==> config.mk <==
export PLATFORM = sky130hd
export DESIGN_NAME = fdiv_prep
export DESIGN_NICKNAME = d
export VERILOG_FILES = /design/src/rtl/fdiv_prep.sv
export SDC_FILE = /design/constraint.sdc
export NUM_CORES = 1
export LEC_CHECK = 0
export ABC_AREA = 0
export CORE_UTILIZATION = 52
export DETAILED_ROUTE_END_ITERATION = 8
export PLACE_DENSITY = 0.78
export SLEW_MARGIN = 20
export SYNTH_ARGS = -nofsm -noshare
export SYNTH_HDL_FRONTEND = slang
export SYNTH_SLANG_ARGS = --single-unit
export TNS_END_PERCENT = 20
==> constraint.sdc <==
create_clock -name clk -period 4.23 [get_ports clk]
set_clock_uncertainty 0.05 [all_clocks]
set_input_delay 0.6345 -clock clk [delete_from_list [all_inputs] [get_ports clk]]
set_output_delay 0.6345 -clock clk [all_outputs]
set_load 0.005 [all_outputs]
==> src/rtl/fdiv_prep.sv <==
// rtl/fdiv_prep.sv - single-precision divide front end: operand classification, denormal normalization, divider issue
module fdiv_prep (
   input  logic        clk,
   input  logic        reset,
   input  logic        req,
   input  logic [31:0] x,
   input  logic [31:0] y,
   output logic        busy,
   output logic        div_start,
   output logic [22:0] div_fx,
   output logic [22:0] div_fy,
   output logic [9:0]  div_exp,
   output logic        div_sign,
   input  logic        div_done,
   output logic        byp_valid,
   output logic [31:0] byp_rslt,
   output logic [4:0]  byp_flag
);

   typedef enum logic [2:0] {
      IDLE  = 3'd0,
      CLASS = 3'd1,
      NORM  = 3'd2,
      ISSUE = 3'd3,
      WAIT  = 3'd4
   } state_t;

   localparam logic [31:0] QNAN = 32'h7FC00000;

   state_t             state;
   logic [31:0]        xr;
   logic [31:0]        yr;
   logic [23:0]        mx;
   logic [23:0]        my;
   logic signed [11:0] ex;
   logic signed [11:0] ey;

   // operand classification of the latched operands
   logic x_exp_max, x_exp_zero, x_frac_nz;
   logic y_exp_max, y_exp_zero, y_frac_nz;
   logic x_nan, x_snan, x_inf, x_zero, x_den;
   logic y_nan, y_snan, y_inf, y_zero, y_den;
   logic q_sign;

   assign x_exp_max  = &xr[30:23];
   assign x_exp_zero = ~|xr[30:23];
   assign x_frac_nz  = |xr[22:0];
   assign y_exp_max  = &yr[30:23];
   assign y_exp_zero = ~|yr[30:23];
   assign y_frac_nz  = |yr[22:0];

   assign x_nan  = x_exp_max & x_frac_nz;
   assign x_snan = x_nan & ~xr[22];
   assign x_inf  = x_exp_max & ~x_frac_nz;
   assign x_zero = x_exp_zero & ~x_frac_nz;
   assign x_den  = x_exp_zero & x_frac_nz;
   assign y_nan  = y_exp_max & y_frac_nz;
   assign y_snan = y_nan & ~yr[22];
   assign y_inf  = y_exp_max & ~y_frac_nz;
   assign y_zero = y_exp_zero & ~y_frac_nz;
   assign y_den  = y_exp_zero & y_frac_nz;
   assign q_sign = xr[31] ^ yr[31];

   // denormals behave as exponent 1 with no hidden bit
   logic signed [11:0] x_eff;
   logic signed [11:0] y_eff;
   logic [23:0]        x_man;
   logic [23:0]        y_man;

   assign x_eff = x_den ? 12'sd1 : $signed({4'd0, xr[30:23]});
   assign y_eff = y_den ? 12'sd1 : $signed({4'd0, yr[30:23]});
   assign x_man = {~x_exp_zero, xr[22:0]};
   assign y_man = {~y_exp_zero, yr[22:0]};

   // one normalization step: only a mantissa lacking its leading 1 moves
   logic [23:0]        mx_sh;
   logic [23:0]        my_sh;
   logic signed [11:0] ex_sh;
   logic signed [11:0] ey_sh;

   assign mx_sh = mx[23] ? mx : {mx[22:0], 1'b0};
   assign my_sh = my[23] ? my : {my[22:0], 1'b0};
   assign ex_sh = mx[23] ? ex : ex - 12'sd1;
   assign ey_sh = my[23] ? ey : ey - 12'sd1;

   // special-case result selection, highest priority first
   logic        spec_hit;
   logic [31:0] spec_rslt;
   logic [4:0]  spec_flag;

   always_comb begin
      spec_hit  = 1'b1;
      spec_rslt = QNAN;
      spec_flag = 5'b00000;
      if (x_nan | y_nan) begin
         spec_flag = {x_snan | y_snan, 4'b0000};
      end else if ((x_zero & y_zero) | (x_inf & y_inf)) begin
         spec_flag = 5'b10000;
      end else if (y_zero & ~x_inf) begin
         spec_rslt = {q_sign, 8'hFF, 23'd0};
         spec_flag = 5'b01000;
      end else if (x_inf) begin
         spec_rslt = {q_sign, 8'hFF, 23'd0};
      end else if (y_inf | x_zero) begin
         spec_rslt = {q_sign, 31'd0};
      end else begin
         spec_hit  = 1'b0;
      end
   end

   // control FSM with all outputs registered alongside the state
   always_ff @(posedge clk or negedge reset) begin
      if (!reset) begin
         state     <= IDLE;
         xr        <= '0;
         yr        <= '0;
         mx        <= '0;
         my        <= '0;
         ex        <= '0;
         ey        <= '0;
         busy      <= 1'b0;
         div_start <= 1'b0;
         div_fx    <= '0;
         div_fy    <= '0;
         div_exp   <= '0;
         div_sign  <= 1'b0;
         byp_valid <= 1'b0;
         byp_rslt  <= '0;
         byp_flag  <= '0;
      end else begin
         div_start <= 1'b0;
         byp_valid <= 1'b0;
         case (state)
            IDLE: begin
               if (req) begin
                  xr    <= x;
                  yr    <= y;
                  busy  <= 1'b1;
                  state <= CLASS;
               end
            end
            CLASS: begin
               mx <= x_man;
               my <= y_man;
               ex <= x_eff;
               ey <= y_eff;
               if (spec_hit) begin
                  byp_valid <= 1'b1;
                  byp_rslt  <= spec_rslt;
                  byp_flag  <= spec_flag;
                  busy      <= 1'b0;
                  state     <= IDLE;
               end else if (x_den | y_den) begin
                  state <= NORM;
               end else begin
                  div_start <= 1'b1;
                  div_fx    <= xr[22:0];
                  div_fy    <= yr[22:0];
                  div_exp   <= 10'(x_eff - y_eff + 12'sd127);
                  div_sign  <= q_sign;
                  state     <= ISSUE;
               end
            end
            NORM: begin
               mx <= mx_sh;
               my <= my_sh;
               ex <= ex_sh;
               ey <= ey_sh;
               if (mx_sh[23] & my_sh[23]) begin
                  div_start <= 1'b1;
                  div_fx    <= mx_sh[22:0];
                  div_fy    <= my_sh[22:0];
                  div_exp   <= 10'(ex_sh - ey_sh + 12'sd127);
                  div_sign  <= q_sign;
                  state     <= ISSUE;
               end
            end
            ISSUE: begin
               state <= WAIT;
            end
            WAIT: begin
               if (div_done) begin
                  busy  <= 1'b0;
                  state <= IDLE;
               end
            end
            default: begin
               busy  <= 1'b0;
               state <= IDLE;
            end
         endcase
      end
   end

endmodule

Word level (Yosys, flattened, before mapping)
Cells that the tools add are included.

Flip-flop bits (word level): 236. Input port bits: 68. Output and inout port bits: 97. Logic and storage cells: 129.

Add/sub/neg operators: 6. Equality and inequality tests: 10. Multiplexer cells: 55. Bitwise operators: 26. Reduce and logical (&&, ||, !) cells: 16.

Operator list (number): $mux 32 (5); $mux 23 (6); $pmux 24 s2 (2); $pmux 23 s2 (2); $mux 24 (2); $pmux 12 s2 (2); $reduce_or 23->1 (2); $mux 10 (3); $mux 12 (2); $sub 12x2->12 const B (2); $pmux 10 s2 (1); $mux 1 (17); $mux 8 (2); $reduce_and 8->1 (2); $reduce_or 8->1 (2); $pmux 3 s5 (1); $and 1x1->1 (14); $ne 2x2->1 const B (6); $add 10x8->10 const B (1); $add 9x8->10 const B (1); $mux 5 (2); $sub 10x10->10 (1); $mux 3 (3); $sub 8x8->9 (1); 17 further kinds (31).

Depth between registers and ports, before layout
Depth after elaboration: 11. Mapped depth: 15. Depth with buffers taken out: 15.

Worst setup path after synthesis
Ideal clock, no wire load.

Kind: flip-flop to flip-flop. Start point: register mx[23]. End point: register div_exp[9]. Data arrival time: 3574 ps. Data required time: 4059 ps. Setup slack: 485 ps. Stages on the path, launching flop included: 15. Buffers on the path: 2. Clock period less this slack: 3745 ps. Path through: dfrtp_1 -> buf_1 -> buf_1 -> mux2i_1 -> ha_1 -> ha_1 -> fa_1 -> a21o_1 -> a21oi_1 -> o21bai_1 -> a2111oi_0 -> nor3_1 -> xnor2_1 -> a2bb2oi_1 -> o21ai_1.

Word-level cells in the longest chain between the ends: 5.

Ends and longest elaborated chain: from (decl) (RTL line 33) `logic [23:0] mx;`; from (signal assigned) (RTL line 143) `mx <= x_man;`; from (signal assigned) (RTL line 165) `mx <= mx_sh;`; $mux 12 (RTL line 83) `assign ex_sh = mx[23] ? ex : ex - 12'sd1;`; $sub 10x10->10 (RTL line 173) `div_exp <= 10'(ex_sh - ey_sh + 12'sd127);`; $add 10x8->10 (RTL line 173); $mux 10 (RTL line 169) `if (mx_sh[23] & my_sh[23]) begin`; $pmux 10 s2 (RTL line 133) `case (state)`; to (signal assigned) (RTL line 159) `div_exp <= 10'(x_eff - y_eff + 12'sd127);`; to (signal assigned) (RTL line 173); to (decl) (RTL line 12) `output logic [9:0] div_exp,`.

Several ways; a longest one is shown, not always the timed one. The select of a mux whose other input is x is not followed. A chain may end at the register's enable or synchronous reset.

Worst setup path in the final report
Start point: register yr[17]. End point: register div_exp[9].

Word-level cells in the longest chain between the ends: 11.

Ends and longest elaborated chain: from (decl) (RTL line 32) `logic [31:0] yr;`; from (signal assigned) (RTL line 137) `yr <= y;`; $reduce_or 23->1 (*) (RTL line 50) `assign y_frac_nz = |yr[22:0];`; branches (longest 10 deep; another with $add 9x8->10).

Mark *: on every way between the ends. The select of a mux whose other input is x is not followed.

==> flow_metrics.env <==
export IMPL_r2r_end="div_exp[9]$_DFFE_PN0P_"
export IMPL_grt_start_max_net_pins=119
export IMPL_setup_tns_ns=0
export IMPL_wl_met3_mm=1.289
export IMPL_total_power_mw=11.80
export IMPL_yosysUniqueCellTypes=64
export IMPL_drc=0
export IMPL_cts_sinks=200
export IMPL_syn_area_um2=10430
export IMPL_start_util_pct=53.22
export IMPL_hp_class="primary input to asynchronous set/reset pin"
export IMPL_fmax_ghz=0.2628
export IMPL_path_class="register to register"
export IMPL_grtUsageTotal_pct=25.44
export IMPL_synth_compound_area_share_pct=14.22
export IMPL_worstMarginPinSlew_ns=0.9485
export IMPL_vdd_ir_drop_max_uv=650.4
export IMPL_rrSetupSlack_ns=0.42
export IMPL_htree_levels=4
export IMPL_cts_resized=0
export IMPL_synth_edf_count=0
export IMPL_rows=51
export IMPL_wl_per_cell_um=17.18
export IMPL_synthCells=1067
export IMPL_arrival_ns=4.08
export IMPL_powerDensity_nw_per_um2=941.4
export IMPL_whs_ns=0.2706
export IMPL_ant_nets=0
export IMPL_start_kind="register"
export IMPL_insertion_delay_ns=0.43
export IMPL_synthSimpleGateAreaFrac_pct=13.09
export IMPL_rsz0062_at_grt="no"
export IMPL_portBuffers=139
export IMPL_async_flop_share_pct=100.0
export IMPL_synth_top_area_share_pct=48.00
export IMPL_r2r_start="yr[17]$_DFFE_PN0P_"
export IMPL_drt_pass1_iterations=5
export IMPL_cts_hold_buffers=0
export IMPL_place_congestion=0.8948
export IMPL_synthMostInstantiatedCell="dfrtp_1"
export IMPL_ios=165
export IMPL_hold_violations=0
export IMPL_ys_seq_elements=200
export IMPL_root_buffer="clkbuf_16"
export IMPL_synth_area_leader_cell="dfrtp_1"
export IMPL_slew_headroom_pct=36.76
export IMPL_path_max_fanout=6
export IMPL_synthAdderAreaFrac_pct=3.672
export IMPL_drv_slew=0
export IMPL_drive_gt1_share_pct=10.92
export IMPL_wl_met2_mm=12.05
export IMPL_finalCritPeriodShare_pct=89.97
export IMPL_avgViaCountPerCell=5.550
export IMPL_grt_pass1_vias=7971
export IMPL_postCtsSetupRepairBufs=0
export IMPL_cellLeakagePower_nw=5.500
export IMPL_area_growth_pct=20.27
export IMPL_antenna_cells=0
export IMPL_wl_met1_mm=10.82
export IMPL_outcome="finished clean"
export IMPL_overflow=0
export IMPL_cts_made_buffers=17
export IMPL_nets=1266
export IMPL_cap_viol_max_count=0
export IMPL_synth_area_top_cells="dfrtp_1 (48%), mux2_2 (6.7%), o21ai_0 (5.7%), nand2_1 (5.0%), mux2i_1 (4.6%)"
export IMPL_antenna_found_initial=0
export IMPL_vias=8025
export IMPL_drt_iter0_drc=407
export IMPL_cts_tree="built"
export IMPL_finalSetupViolCount=0
export IMPL_cts_buffer_depth=2
export IMPL_dp_hpwl_mm=16.93
export IMPL_clk_pin_slew_worst_paths_ns=0.08
export IMPL_top_layer="met4"
export IMPL_seq_area_frac_synth_pct=48.00
export IMPL_synth_top_family_by_area="compound AO/OA/AOI/OAI gates"
export IMPL_dieWidth_um=143.6
export IMPL_period_needed_ns=3.806
export IMPL_synth_common_cells="dfrtp_1 (200), nand2_1 (140), o21ai_0 (119)"
export IMPL_yosys_warnings=0
export IMPL_syn_avg_cell_area_um2=9.772
export IMPL_crit_path_end="div_exp[9]$_DFFE_PN0P_"
export IMPL_synth_mux_area_share_pct=11.30
export IMPL_die_area_um2=20620
export IMPL_core_area_um2=19590
export IMPL_synth_xor_area_share_pct=3.696
export IMPL_setup_worst_path_end_class="register"
export IMPL_ys_flop_type="dfrtp_1"
export IMPL_wl_mm=24.84
export IMPL_die_h_um=143.6
export IMPL_grt_pass1_wl_mm=40.38
export IMPL_crit_path_start="yr[17]$_DFFE_PN0P_"
export IMPL_crit_required_ns=4.50
export IMPL_r2r_cells=14
## report_power, final
| group | internal (mW) | switching (mW) | total, mW |
|---|---|---|---|
| combinational | 2.96 | 3.46 | 6.42 |
| clock | 0.977 | 0.742 | 1.72 |
| sequential | 2.85 | 0.817 | 3.67 |
## per-stage QoR
stage | setup WS [ns] | area (µm²) | util, % | instances
6_report | 0.4244 | 12540 | 64.01 | 1446
3_5_place_dp | 0.5350 | 11890 | 60.70 | 1413
2_1_floorplan | 0.4847 | 10520 | - | 1091
5_1_grt | 0.1797 | 12540 | 64.01 | 1446
3_3_place_gp | 0.6086 | 11890 | 60.70 | 1413
4_1_cts | 0.4502 | 12510 | 63.87 | 1445
## state kept, by name (all words and copies together) (netlist names)
signal	count
xr	32
busy	1
div_fx	23
div_sign	1
ex	10
div_exp	10
div_fy	23
my	24
mx	24
div_start	1
byp_valid	1
byp_flag	2
state	3
ey	10
yr	32
byp_rslt	3
## worst max-delay path, cell delays in order, from the launching register on
cell and delay, ns:
dfrtp_1 0.39, nor4_1 0.48, nand4_1 0.29, nor2_2 0.30, nor3_1 0.09, or2_2 0.32, ha_1 0.21, nor2b_1 0.16
xnor2_1 0.28, o221ai_1 0.20, and3_1 0.26, o2111ai_1 0.26, nor2b_1 0.18, a2bb2oi_1 0.16, o21ai_1 0.07
## worst min path at each step
stage,from,end,slack (ns),cells past startpoint
floorplan,reset,busy$_DFFE_PN0P_,0.29,0
global placement,div_fy[4]$_DFFE_PN0P_,div_fy[4]$_DFFE_PN0P_,0.41,2
detailed placement,div_fx[20]$_DFFE_PN0P_,div_fx[20]$_DFFE_PN0P_,0.42,2
CTS,reset,my[7]$_DFFE_PN0P_,0.33,1
global route,reset,div_fy[7]$_DFFE_PN0P_,0.35,1
finish,reset,div_fy[7]$_DFFE_PN0P_,0.27,1
## layer usage
layer | global-route usage [%] | vias to the layer above
li1 | - | 3857
met1 | 32.36 | 3932
met2 | 42.18 | 191
met3 | 5.465 | 45
met4 | 10.41 | 0
met5 | 0 | -
## cell families (layout without fill, tap and decap cells)
logic type / Yosys count / after routing
flip-flops: 200 / 200
XOR/XNOR: 44 / 44
multiplexers: 110 / 110
AND/OR/NAND/NOR: 303 / 303
other: 1 / 25
adder cells (fa/ha/maj): 30 / 30
AO/OA/AOI/OAI: 255 / 255
buffers and inverters: 124 / 214
## cells in the final DEF, fill, tap and decap left out, types with 10 or more instances in the layout
| master | synthesis | final |
|---|---|---|
| a21oi_1 | 69 | 69 |
| buf_4 | 37 | 10 |
| clkbuf_16 | 0 | 17 |
| clkdlybuf4s50_1 | 0 | 138 |
| conb_1 | 1 | 25 |
| dfrtp_1 | 200 | 200 |
| ha_1 | 29 | 29 |
| inv_1 | 28 | 28 |
| mux2_2 | 62 | 62 |
| mux2i_1 | 48 | 48 |
| nand2_1 | 140 | 140 |
| nor2_1 | 82 | 80 |
| nor3_1 | 15 | 13 |
| nor4_1 | 13 | 13 |
| o21ai_0 | 119 | 119 |
| o21ai_1 | 13 | 13 |
| xnor2_1 | 30 | 30 |
| xor2_1 | 14 | 14 |
## layout make-up
cell class	count	area [µm²]
fill	1601	7051
sequential	200	5005
multi-input combinational	767	4916
timing repair buffer	153	1558
clock buffer	21	460.4
tap	265	331.6
clock inverter	11	160.2
inverter	29	108.9
Power figures use the tool's default switching activity.
